**src/rtl/ecc_24_rd_sink_if.sv**
```systemverilog
// Word handshake bundle between the SECDED decoder, the read sink and the downstream consumer.
interface ecc_24_rd_sink_if #(
  parameter int unsigned ADDR_WIDTH = 8
);
  logic                  in_vld;
  logic                  in_rdy;
  logic [23:0]           in_data;
  logic                  in_sbit_err;
  logic                  in_dbit_err;
  logic [ADDR_WIDTH-1:0] in_addr;
  logic                  out_vld;
  logic                  out_rdy;
  logic [23:0]           out_data;
  logic                  out_derr;

  modport master (
    output in_vld, in_data, in_sbit_err, in_dbit_err, in_addr, out_rdy,
    input  in_rdy, out_vld, out_data, out_derr
  );

  modport slave (
    input  in_vld, in_data, in_sbit_err, in_dbit_err, in_addr, out_rdy,
    output in_rdy, out_vld, out_data, out_derr
  );
endinterface

```
**src/rtl/ecc_24_rd_sink.sv**
```systemverilog
// Read-side ECC sink: 2-entry skid buffer, saturating error counters, sticky irq.
// Optional first-error address log enabled by defining ECC_RD_SINK_ADDR_LOG_EN.
module ecc_24_rd_sink #(
  parameter int unsigned ADDR_WIDTH = 8,
  parameter int unsigned CNT_WIDTH  = 8
) (
  input  logic                  clk,
  input  logic                  rst_n,
  ecc_24_rd_sink_if.slave       bus,
  input  logic [CNT_WIDTH-1:0]  sbit_thr,
  input  logic                  cnt_clr,
  output logic [CNT_WIDTH-1:0]  sbit_cnt,
  output logic [CNT_WIDTH-1:0]  dbit_cnt,
  output logic                  ecc_irq,
  output logic [ADDR_WIDTH-1:0] err_addr,
  output logic                  err_addr_vld
);
  localparam int unsigned DATA_W = 24;

  typedef struct packed {
    logic              derr;
    logic [DATA_W-1:0] data;
  } entry_t;

  logic [1:0]           r_cnt;
  entry_t               r_head;
  entry_t               r_tail;
  logic                 r_in_rdy;
  logic                 r_out_vld;
  logic [CNT_WIDTH-1:0] r_sbit_cnt;
  logic [CNT_WIDTH-1:0] r_dbit_cnt;
  logic                 r_irq;

  logic                 w_push;
  logic                 w_pop;
  logic [1:0]           w_cnt_nxt;
  logic                 w_wr_head;
  logic                 w_wr_tail;
  logic                 w_shift;
  entry_t               w_in_ent;
  logic                 w_sev;
  logic                 w_dev;
  logic [CNT_WIDTH-1:0] w_sbase;
  logic [CNT_WIDTH-1:0] w_dbase;
  logic [CNT_WIDTH-1:0] w_s_nxt;
  logic [CNT_WIDTH-1:0] w_d_nxt;
  logic                 w_irq_nxt;

  // Buffer control: head is always the oldest entry, tail only used when two are held.
  always_comb begin
    w_push    = bus.in_vld & r_in_rdy;
    w_pop     = r_out_vld & bus.out_rdy;
    w_in_ent  = '{derr: bus.in_dbit_err, data: bus.in_data};
    w_cnt_nxt = r_cnt;
    if (w_push && !w_pop) begin
      w_cnt_nxt = r_cnt + 2'd1;
    end else if (!w_push && w_pop) begin
      w_cnt_nxt = r_cnt - 2'd1;
    end
    w_wr_head = w_push & ((r_cnt == 2'd0) | ((r_cnt == 2'd1) & w_pop));
    w_wr_tail = w_push & (r_cnt == 2'd1) & ~w_pop;
    w_shift   = w_pop & (r_cnt == 2'd2);
  end

  always_ff @(posedge clk) begin
    if (!rst_n) begin
      r_cnt     <= 2'd0;
      r_in_rdy  <= 1'b0;
      r_out_vld <= 1'b0;
      r_head    <= '0;
      r_tail    <= '0;
    end else begin
      r_cnt     <= w_cnt_nxt;
      r_in_rdy  <= (w_cnt_nxt != 2'd2);
      r_out_vld <= (w_cnt_nxt != 2'd0);
      if (w_wr_head) begin
        r_head <= w_in_ent;
      end else if (w_shift) begin
        r_head <= r_tail;
      end
      if (w_wr_tail) begin
        r_tail <= w_in_ent;
      end
    end
  end

  // Error accounting; a clear in the same cycle is applied before the event.
  always_comb begin
    w_sev     = w_push & bus.in_sbit_err & ~bus.in_dbit_err;
    w_dev     = w_push & bus.in_dbit_err;
    w_sbase   = cnt_clr ? '0 : r_sbit_cnt;
    w_dbase   = cnt_clr ? '0 : r_dbit_cnt;
    w_s_nxt   = (w_sev && (w_sbase != '1)) ? w_sbase + CNT_WIDTH'(1) : w_sbase;
    w_d_nxt   = (w_dev && (w_dbase != '1)) ? w_dbase + CNT_WIDTH'(1) : w_dbase;
    w_irq_nxt = (~cnt_clr & r_irq) | w_dev
              | (w_sev & (sbit_thr != '0) & (w_s_nxt == sbit_thr));
  end

  always_ff @(posedge clk) begin
    if (!rst_n) begin
      r_sbit_cnt <= '0;
      r_dbit_cnt <= '0;
      r_irq      <= 1'b0;
    end else begin
      r_sbit_cnt <= w_s_nxt;
      r_dbit_cnt <= w_d_nxt;
      r_irq      <= w_irq_nxt;
    end
  end

`ifdef ECC_RD_SINK_ADDR_LOG_EN
  logic [ADDR_WIDTH-1:0] r_err_addr;
  logic                  r_err_addr_vld;
  logic                  w_av_base;

  always_comb begin
    w_av_base = ~cnt_clr & r_err_addr_vld;
  end

  // First error since clear wins; later errors leave the capture alone.
  always_ff @(posedge clk) begin
    if (!rst_n) begin
      r_err_addr     <= '0;
      r_err_addr_vld <= 1'b0;
    end else if ((w_sev || w_dev) && !w_av_base) begin
      r_err_addr     <= bus.in_addr;
      r_err_addr_vld <= 1'b1;
    end else begin
      r_err_addr_vld <= w_av_base;
    end
  end

  assign err_addr     = r_err_addr;
  assign err_addr_vld = r_err_addr_vld;
`else
  logic w_addr_unused;
  assign w_addr_unused = ^bus.in_addr;
  assign err_addr      = '0;
  assign err_addr_vld  = 1'b0;
`endif

  assign bus.in_rdy   = r_in_rdy;
  assign bus.out_vld  = r_out_vld;
  assign bus.out_data = r_head.data;
  assign bus.out_derr = r_head.derr;
  assign sbit_cnt     = r_sbit_cnt;
  assign dbit_cnt     = r_dbit_cnt;
  assign ecc_irq      = r_irq;
endmodule

```
**src/flat_wrapper.sv**
```systemverilog
// flat-port wrapper written by rule: the top's interface ports become plain ports
module ecc_24_rd_sink_flat 
#(
  parameter int unsigned ADDR_WIDTH = 8,
  parameter int unsigned CNT_WIDTH  = 8
)
  (clk, rst_n, sbit_thr, cnt_clr, sbit_cnt, dbit_cnt, ecc_irq, err_addr, err_addr_vld, bus_in_vld, bus_in_data, bus_in_sbit_err, bus_in_dbit_err, bus_in_addr, bus_out_rdy, bus_in_rdy, bus_out_vld, bus_out_data, bus_out_derr);
  ecc_24_rd_sink_if #(.ADDR_WIDTH(ADDR_WIDTH)) bus_i ();
  input  logic clk;
  input  logic rst_n;
  input  logic [CNT_WIDTH-1:0] sbit_thr;
  input  logic cnt_clr;
  output logic [CNT_WIDTH-1:0] sbit_cnt;
  output logic [CNT_WIDTH-1:0] dbit_cnt;
  output logic ecc_irq;
  output logic [ADDR_WIDTH-1:0] err_addr;
  output logic err_addr_vld;
  input wire logic [$bits(bus_i.in_vld)-1:0] bus_in_vld;
  input wire logic [$bits(bus_i.in_data)-1:0] bus_in_data;
  input wire logic [$bits(bus_i.in_sbit_err)-1:0] bus_in_sbit_err;
  input wire logic [$bits(bus_i.in_dbit_err)-1:0] bus_in_dbit_err;
  input wire logic [$bits(bus_i.in_addr)-1:0] bus_in_addr;
  input wire logic [$bits(bus_i.out_rdy)-1:0] bus_out_rdy;
  output wire logic [$bits(bus_i.in_rdy)-1:0] bus_in_rdy;
  output wire logic [$bits(bus_i.out_vld)-1:0] bus_out_vld;
  output wire logic [$bits(bus_i.out_data)-1:0] bus_out_data;
  output wire logic [$bits(bus_i.out_derr)-1:0] bus_out_derr;
  assign bus_i.in_vld = bus_in_vld;
  assign bus_i.in_data = bus_in_data;
  assign bus_i.in_sbit_err = bus_in_sbit_err;
  assign bus_i.in_dbit_err = bus_in_dbit_err;
  assign bus_i.in_addr = bus_in_addr;
  assign bus_i.out_rdy = bus_out_rdy;
  assign bus_in_rdy = bus_i.in_rdy;
  assign bus_out_vld = bus_i.out_vld;
  assign bus_out_data = bus_i.out_data;
  assign bus_out_derr = bus_i.out_derr;
  ecc_24_rd_sink #(.ADDR_WIDTH(ADDR_WIDTH), .CNT_WIDTH(CNT_WIDTH)) u_core (.clk(clk), .rst_n(rst_n), .bus(bus_i), .sbit_thr(sbit_thr), .cnt_clr(cnt_clr), .sbit_cnt(sbit_cnt), .dbit_cnt(dbit_cnt), .ecc_irq(ecc_irq), .err_addr(err_addr), .err_addr_vld(err_addr_vld));
endmodule
```
**config.mk**
```make
export PLATFORM = sky130hd
export DESIGN_NAME = ecc_24_rd_sink_flat
export DESIGN_NICKNAME = d
export VERILOG_FILES = /design/src/rtl/ecc_24_rd_sink_if.sv /design/src/rtl/ecc_24_rd_sink.sv /design/src/flat_wrapper.sv
export SDC_FILE = /design/constraint.sdc
export NUM_CORES = 1
export LEC_CHECK = 0
export ABC_AREA = 1
export CORE_MARGIN = 2
export CORE_UTILIZATION = 40
export CTS_CLUSTER_SIZE = 40
export DETAILED_ROUTE_END_ITERATION = 6
export PLACE_DENSITY = 0.71
export SKIP_LAST_GASP = 1
export SYNTH_ARGS = -nofsm -noshare
export SYNTH_HDL_FRONTEND = slang
export SYNTH_SLANG_ARGS = --single-unit
```
**constraint.sdc**
```tcl
create_clock -name clk -period 2.6 [get_ports clk]
set_input_delay 0.26 -clock clk [delete_from_list [all_inputs] [get_ports clk]]
set_output_delay 0.26 -clock clk [all_outputs]
set_load 0.02 [all_outputs]
```
Word-level counts from Yosys, hierarchy flattened
Cells that the tools add are included.
{"block": "word_totals", "out_inout_bits": 53, "latch_bits": 0, "inputBits": 47, "mem_count": 0, "ff_bits": 71, "mem_bits_rw": 0, "romBits": 0, "word_cells": 57}
{"block": "classes", "div_mod_pow": 0, "n_shift": 0, "order_cmp": 0, "n_eq_ne": 6, "mux": 8, "n_addsub": 4, "mul": 0, "reduce_logical": 10, "bitwise": 19}
{"op": "2-to-1 mux 25 bit", "count": 2}
{"op": "2-to-1 mux 8 bit", "count": 4}
{"op": "adder 8 x 1 -> 8 bit (second input constant)", "count": 2}
{"op": "!= test 8 bit (second input constant)", "count": 2}
{"op": "AND 1 bit", "count": 13}
{"op": "equality test 8 bit", "count": 1}
{"op": "nonzero test 8 bit", "count": 1}
{"op": "logical AND 1 bit", "count": 4}
{"op": "2-to-1 mux 2 bit", "count": 2}
{"op": "nonzero test 2 bit", "count": 2}
{"op": "NOT 1 bit", "count": 3}
{"op": "bitwise OR 1 bit", "count": 3}
{"op": "adder 2 x 1 -> 2 bit (second input constant)", "count": 1}
{"op": "equality test 2 x 1 -> 1 bit (second input constant)", "count": 1}
{"op": "equality test 2 bit (second input constant)", "count": 1}
{"op": "logical NOT 1 bit", "count": 2}
{"op": "logical NOT 2 bit", "count": 1}
{"op": "!= test 2 bit (second input constant)", "count": 1}
{"op": "subtractor 2 x 1 -> 2 bit (second input constant)", "count": 1}

Logic depth before layout (Yosys ltp)
Gate-level depths: netlist of run 1.
{"block": "logic_depth", "depth_word": 8, "depth_mapped": 18, "mapped_depth_nobuf": 16}

Worst setup path before layout of run 1
OpenSTA, ideal clock, no wires.
{"block": "synth_timing", "path_type": "input to register", "start": "input port cnt_clr", "end": "register u_core.r_irq (netlist: u_core.ecc_irq)", "setup_slack_ps": 642, "setup_ps": 67, "t_arrival_ps": 1891, "required_ps": 2533, "stages": 17, "path_buffers": 3, "path_cell_list": "buf_6 > inv_8 > buf_6 > nand2_1 > inv_1 > ha_1 > nand2_1 > nor2_4 > nand2_4 > buf_6 > nand3_1 > nand3_1 > nand2_1 > nand3_1 > nor2_1 > nand2_1 > a21oi_2"}
{"block": "synth_via", "elab_chain_cells": 7, "elab_cells_between_ends": 11, "classes_between": "1 x add/sub; 2 x eq/ne; 2 x mux; 5 x bitwise; 1 x reduce/logical"}
{"element": "start, declared", "line_no": "flat_wrapper.sv:12", "rtl": "input logic cnt_clr;"}
{"element": "parallel branches: the longest is 6 deep, another holds adder 8 x 1 -> 8 bit"}
{"element": "bitwise OR 1 bit (*)", "line_no": "ecc_24_rd_sink.sv:96", "rtl": "| (w_sev & (sbit_thr != '0) & (w_s_nxt == sbit_thr));"}
{"element": "end signal, assigned", "line_no": "ecc_24_rd_sink.sv:107", "rtl": "r_irq <= w_irq_nxt;"}
{"element": "end, declared", "line_no": "ecc_24_rd_sink.sv:32", "rtl": "logic r_irq;"}
Mark *: on every way between the ends.
A chain may end at the register's enable or synchronous reset.

Final worst setup path of run 1
Same ends and word-level chain as after synthesis.

==> results of run 1 <==
## cell type report
class                   instances  area share [%]
well taps                     108            2.99
flip-flops and latches         71            31.5
multi-input cells             353            38.8
inverters                      41            3.57
clock buffers                  10            2.82
clock inverters                 6            1.02
repair buffers                 89            19.3
## cell families after synthesis
logic type,count (synthesis)
other,1
muxes,1
buffers and inverters,74
xor gates and xnor gates,3
AOI/OAI and AO/OA,76
DFF,71
and+or+nand+nor,259
adders and majority gates,5
## per-stage QoR
stage / setup slack, ps / total power, mW / instances
after floorplan: 642 / 2.14 / 498
final: 385 / 3.44 / 678
after global routing: 182 / 3.64 / 678
after global placement: 85.7 / 2.62 / 662
after CTS: 416 / 3.46 / 678
after detailed placement: 57.3 / 2.65 / 662
## sequential cells by signal, summed over array words and instances (netlist names)
| register | cells |
|---|---|
| u_core.sbit_cnt | 8 |
| u_core.ecc_irq | 1 |
| u_core.bus.out_derr | 1 |
| u_core.bus.in_rdy | 1 |
| u_core.bus.out_data | 24 |
| u_core.r_tail | 25 |
| u_core.r_cnt | 2 |
| u_core.dbit_cnt | 8 |
| u_core.bus.out_vld | 1 |
## cells in the mapped netlist (2+ instances only)
cell	instances	share of area, %
a21oi_1	14	2.0
buf_6	4	1.3
nand2_4	3	0.97
nand2_1	109	12
inv_2	5	0.54
dfxtp_1	71	41
xor2_1	3	0.75
clkbuf_1	19	2.0
nor3_1	2	0.29
nand3_1	23	3.3
nand2_2	2	0.36
inv_1	34	3.7
nor2_1	103	11
nor2_4	3	0.97
nand3_2	4	1.1
o21ai_0	33	4.7
nand4_1	6	1.1
buf_4	9	1.9
a311oi_1	24	6.0
ha_1	5	1.8
## worst max-delay path, stage by stage
cell and delay [ps]:
clkdlybuf4s50_1 520, inv_8 100, nand2_1 90, inv_1 120
ha_1 220, nand2_1 110, nor2_4 150, nand2_4 140
nand2_4 140, nand2_1 80, nand2_1 80, nand2_1 50
nand2_1 60, nand3_1 80, nor2_1 110, nand2_1 80
a21oi_2 110
## routing by layer
layer	wire [um]	global-route usage [%]	up-vias
met5	0	0	-
met1	4150	24.8	1579
met4	120	5.24	0
met3	663	6.26	15
met2	4170	32.3	128
li1	-	-	1725
## layout by cell type, fill, tap and decap left out, types with 3 or more instances in the layout
cell type	count
buf_4	7
xor2_1	3
nand3_2	4
inv_2	5
clkdlybuf4s50_1	82
ha_1	5
dfxtp_1	71
nand2_1	109
nor2_4	3
clkbuf_8	9
o21ai_0	33
inv_1	34
a311oi_1	24
a21oi_1	14
nor2_1	103
conb_1	9
nand2_4	3
nand3_1	23
nand4_1	6
## final timing paths
path	slack [ps]	end	startpoint
max	380	u_core.ecc_irq	cnt_clr
min	490	u_core.bus.out_data[22]	u_core.r_tail[22]
max reg2reg	470	u_core.ecc_irq	u_core.sbit_cnt[0]
min reg2reg	490	u_core.bus.out_data[22]	u_core.r_tail[22]
## power by group
part / internal, mW / switching [mW]
clock network: 0.352 / 0.457
logic: 0.513 / 0.670
registers: 1.31 / 0.133
total: 2.18 / 1.26
==> results.json, run 1 <==
{
  "grt_max_degree": 52,
  "outcome": "finished clean",
  "period_needed_ps": 2220,
  "ctsHoldBuffers": 0,
  "rows": 34,
  "synth_top_family_by_area": "simple AND/OR/NAND/NOR gates",
  "worst_pin_slew_ps": 813,
  "initial_core_util_pct": 40.5,
  "io_pins": 100,
  "ys.flop_type": "dfxtp_1",
  "critPathCaptureType": "flip-flop",
  "die_w_um": 97.3,
  "overflow": 0,
  "die_area_um2": 9470,
  "finalHoldViolCount": 0,
  "finalSetupViolations": 0,
  "place_congestion": 0.943,
  "netlist_area_um2": 3480,
  "synthXorXnorAreaFrac_pct": 0.754,
  "grt_pass1_wl_mm": 15.3,
  "placed_area_um2": 4350,
  "htree_levels": 3,
  "final_antenna_net_count": 0,
  "max_slew_margin_pct": 45.7,
  "avgRoutedWirePerCell_um": 13.4,
  "areaGrowthSynthToFinish_pct": 29.7,
  "max_freq_mhz": 451,
  "maxCapViolations": 0,
  "syn_inst": 490,
  "clock_path_buffers": 2,
  "grt_antenna_before_repair": 0,
  "hp-class": "reg2reg",
  "syn_avg_cell_area_um2": 7.11,
  "ir_drop_mv": 0.443,
  "start_kind": "input port",
  "post-cts-setup-buffer-count": 0,
  "fin_crit_sh_pct": 85.2,
  "route.detailed.drc": 0,
  "synth-seq-cells": 71,
  "viasPerCell": 5.08,
  "antenna_cells": 0,
  "p_leak_nw": 1.80,
  "synthSimpleGateAreaFrac_pct": 32.2,
  "rsz0062_at_grt": "no",
  "grt_usage_pct": 19.5,
  "holdPathStages": 2,
  "insertion_delay_ps": 350,
  "cts_made_buffers": 9,
  "clock_tree.root_cell": "clkbuf_8",
  "nNetsFinal": 617,
  "synth-edff-count": 0,
  "coreArea_um2": 8590,
  "wirelength_mm": 9.11,
  "utilization_pct": 52.6,
  "die_h_um": 97.3,
  "vias": 3447,
  "synthArstFlopShare_pct": 0,
  "io_buffer_count": 82,
  "cts_sinks": 71,
  "cts.clk_slew.worst_paths_ps": 80,
  "grt_pass1_vias": 3336,
  "fin_skew_ps": 12.2,
  "powerDensity_nw_per_um2": 760,
  "synthMuxAreaShare_pct": 0.323,
  "cp_max_fo": 13,
  "multiInputGateArea_um2": 1750,
  "cts_resized": 0,
  "synth_cell_type_count": 34,
  "dpl.hpwl_mm": 6.10,
  "required_ps": 2880,
  "ys_seq_area_share_pct": 40.8,
  "hold_ws_ps": 492,
  "yosys_warnings": 0,
  "fillers": 831,
  "drt-initial-drc-count": 188,
  "synth_compound_area_share_pct": 14.0,
  "final_cell_area_um2": 4520,
  "timing.reg2reg.worst_path_depth": 15,
  "setup_tns_ps": 0,
  "tritoncts": "built",
  "drive_gt1_share_pct": 8.25,
  "arrival_ps": 2500,
  "crit_type": "in2reg",
  "firstDrtPassIters": 4,
  "synth_adder_area_share_pct": 1.80,
  "final-seq-area_um2": 1420,
  "final_max_slew_viol_count": 0
}
Power figures use the tool's default switching activity.
==> run 2, diff against run 1 <==
CTS_BUF_LIST = sky130_fd_sc_hd__clkbuf_4 sky130_fd_sc_hd__clkbuf_8   (was unset)
==> results.json, run 2 (synthesized netlist as in run 1, its figures left out) <==
{
  "outcome": "finished clean",
  "grt_pass1_wl_mm": 15.3,
  "insertion_delay_ps": 350,
  "grt_usage_pct": 19.6,
  "grt_pass1_vias": 3336,
  "wl_met1_mm": 4.09,
  "hp-class": "reg2reg",
  "maxCapViolations": 0,
  "finalSetupViolations": 0,
  "cts_resized": 0,
  "rows": 34,
  "clock_path_buffers": 2,
  "initial_core_util_pct": 40.5,
  "top_register": "u_core.r_tail",
  "utilization_pct": 52.6,
  "avgRoutedWirePerCell_um": 13.4,
  "post-cts-setup-buffer-count": 0,
  "wirelength_mm": 9.07,
  "swShare_pct": 36.5,
  "rsz0062_at_grt": "no",
  "die_w_um": 97.3,
  "routed-wl-met3_um": 700,
  "grt_max_degree": 52,
  "areaGrowthSynthToFinish_pct": 29.8,
  "p_leak_nw": 1.80,
  "layout_commonest_cell": "nand2_1",
  "comb_power_share_pct": 34.3,
  "required_ps": 2880,
  "route.detailed.drc": 0,
  "final_cell_mix": "nand2_1 (109), nor2_1 (103), clkdlybuf4s50_1 (82)",
  "fin_crit_sh_pct": 85.1,
  "htree_levels": 3,
  "final_antenna_net_count": 0,
  "fillers": 831,
  "fin_skew_ps": 12.3,
  "antenna_cells": 0,
  "io_buffer_count": 82,
  "largest_reg_flops": 25,
  "grt_antenna_before_repair": 0,
  "drt-initial-drc-count": 195,
  "dpl.hpwl_mm": 6.10,
  "crit_type": "in2reg",
  "coreArea_um2": 8590,
  "period_needed_ps": 2210,
  "placed_area_um2": 4350,
  "clock_tree.root_cell": "clkbuf_8",
  "overflow": 0,
  "final_max_slew_viol_count": 0,
  "place_congestion": 0.943,
  "die_h_um": 97.3,
  "viasPerCell": 5.10,
  "arrival_ps": 2490,
  "tritoncts": "built",
  "switching_power_mw": 1.26,
  "cts.clk_slew.worst_paths_ps": 80,
  "final_cell_area_um2": 4520,
  "start_kind": "input port",
  "die_area_um2": 9470,
  "max_slew_margin_pct": 44.4,
  "worst_pin_slew_ps": 833,
  "powerDensity_nw_per_um2": 761,
  "drive_gt1_share_pct": 8.42,
  "clkPwrFrac_pct": 23.7,
  "cts_sinks": 71,
  "critPathCaptureType": "flip-flop",
  "internal_power_mw": 2.19,
  "cts_made_buffers": 9,
  "routed.top_layer": "met4",
  "io_pins": 100,
  "ctsHoldBuffers": 0,
  "setup_tns_ps": 0,
  "firstDrtPassIters": 4,
  "finalHoldViolCount": 0,
  "met2_length_mm": 4.16,
  "vias": 3461,
  "p_seq_share_pct": 42.0,
  "max_freq_mhz": 452,
  "nNetsFinal": 617,
  "ir_drop_mv": 0.444,
  "cp_max_fo": 13
}
## run 2: cell counts in the layout (fill, tap and decap cells not counted)
No cell type changed its count.
## run 2: worst max-delay path: stages
cell	delay, ps
clkdlybuf4s50_1	520
inv_8	100
nand2_1	90
inv_1	120
ha_1	220
nand2_1	110
nor2_4	150
nand2_4	140
nand2_4	140
nand2_1	80
nand2_1	80
nand2_1	50
nand2_1	60
nand3_1	80
nor2_1	110
nand2_1	80
a21oi_2	110
## run 2: final timing paths
kind                      start  depth (start not counted)  slack, ps                      end
max                     cnt_clr                         17        390           u_core.ecc_irq
min           u_core.r_tail[22]                          2        490  u_core.bus.out_data[22]
max reg2reg  u_core.sbit_cnt[0]                         15        480           u_core.ecc_irq
min reg2reg   u_core.r_tail[22]                          2        490  u_core.bus.out_data[22]
## run 2: cell type report
cell class | count | area, um^2 | area share, %
clock buffers | 10 | 131 | 2.90
multi-input cells | 353 | 1750 | 38.8
inverters | 41 | 161 | 3.57
repair buffers | 89 | 873 | 19.3
well taps | 108 | 135 | 2.99
clock inverters | 6 | 46.3 | 1.02
flip-flops and latches | 71 | 1420 | 31.4
## run 2: power by group through the flow
stage | clock network [mW] | logic [mW] | registers, mW
global placement | 0 | 1.16 | 1.46
CTS | 0.835 | 1.19 | 1.44
global route | 0.880 | 1.30 | 1.47
floorplan | 0 | 0.526 | 1.61
detailed placement | 0 | 1.19 | 1.46
finish | 0.817 | 1.18 | 1.45
## run 2: layer usage
| metal | up-vias | GRT usage, % |
|---|---|---|
| met5 | - | 0 |
| met4 | 0 | 5.24 |
| met3 | 15 | 6.26 |
| met2 | 131 | 32.3 |
| met1 | 1590 | 24.8 |
| li1 | 1725 | - |
## run 2: stage by stage
step / instances / worst slack [ps] / hold slack (ps) / total power, mW
2_1_floorplan: 498 / 642 / 385 / 2.14
3_3_place_gp: 662 / 85.7 / 468 / 2.62
3_5_place_dp: 662 / 57.3 / 476 / 2.65
4_1_cts: 678 / 416 / 485 / 3.47
5_1_grt: 678 / 182 / 507 / 3.65
6_report: 678 / 388 / 487 / 3.44
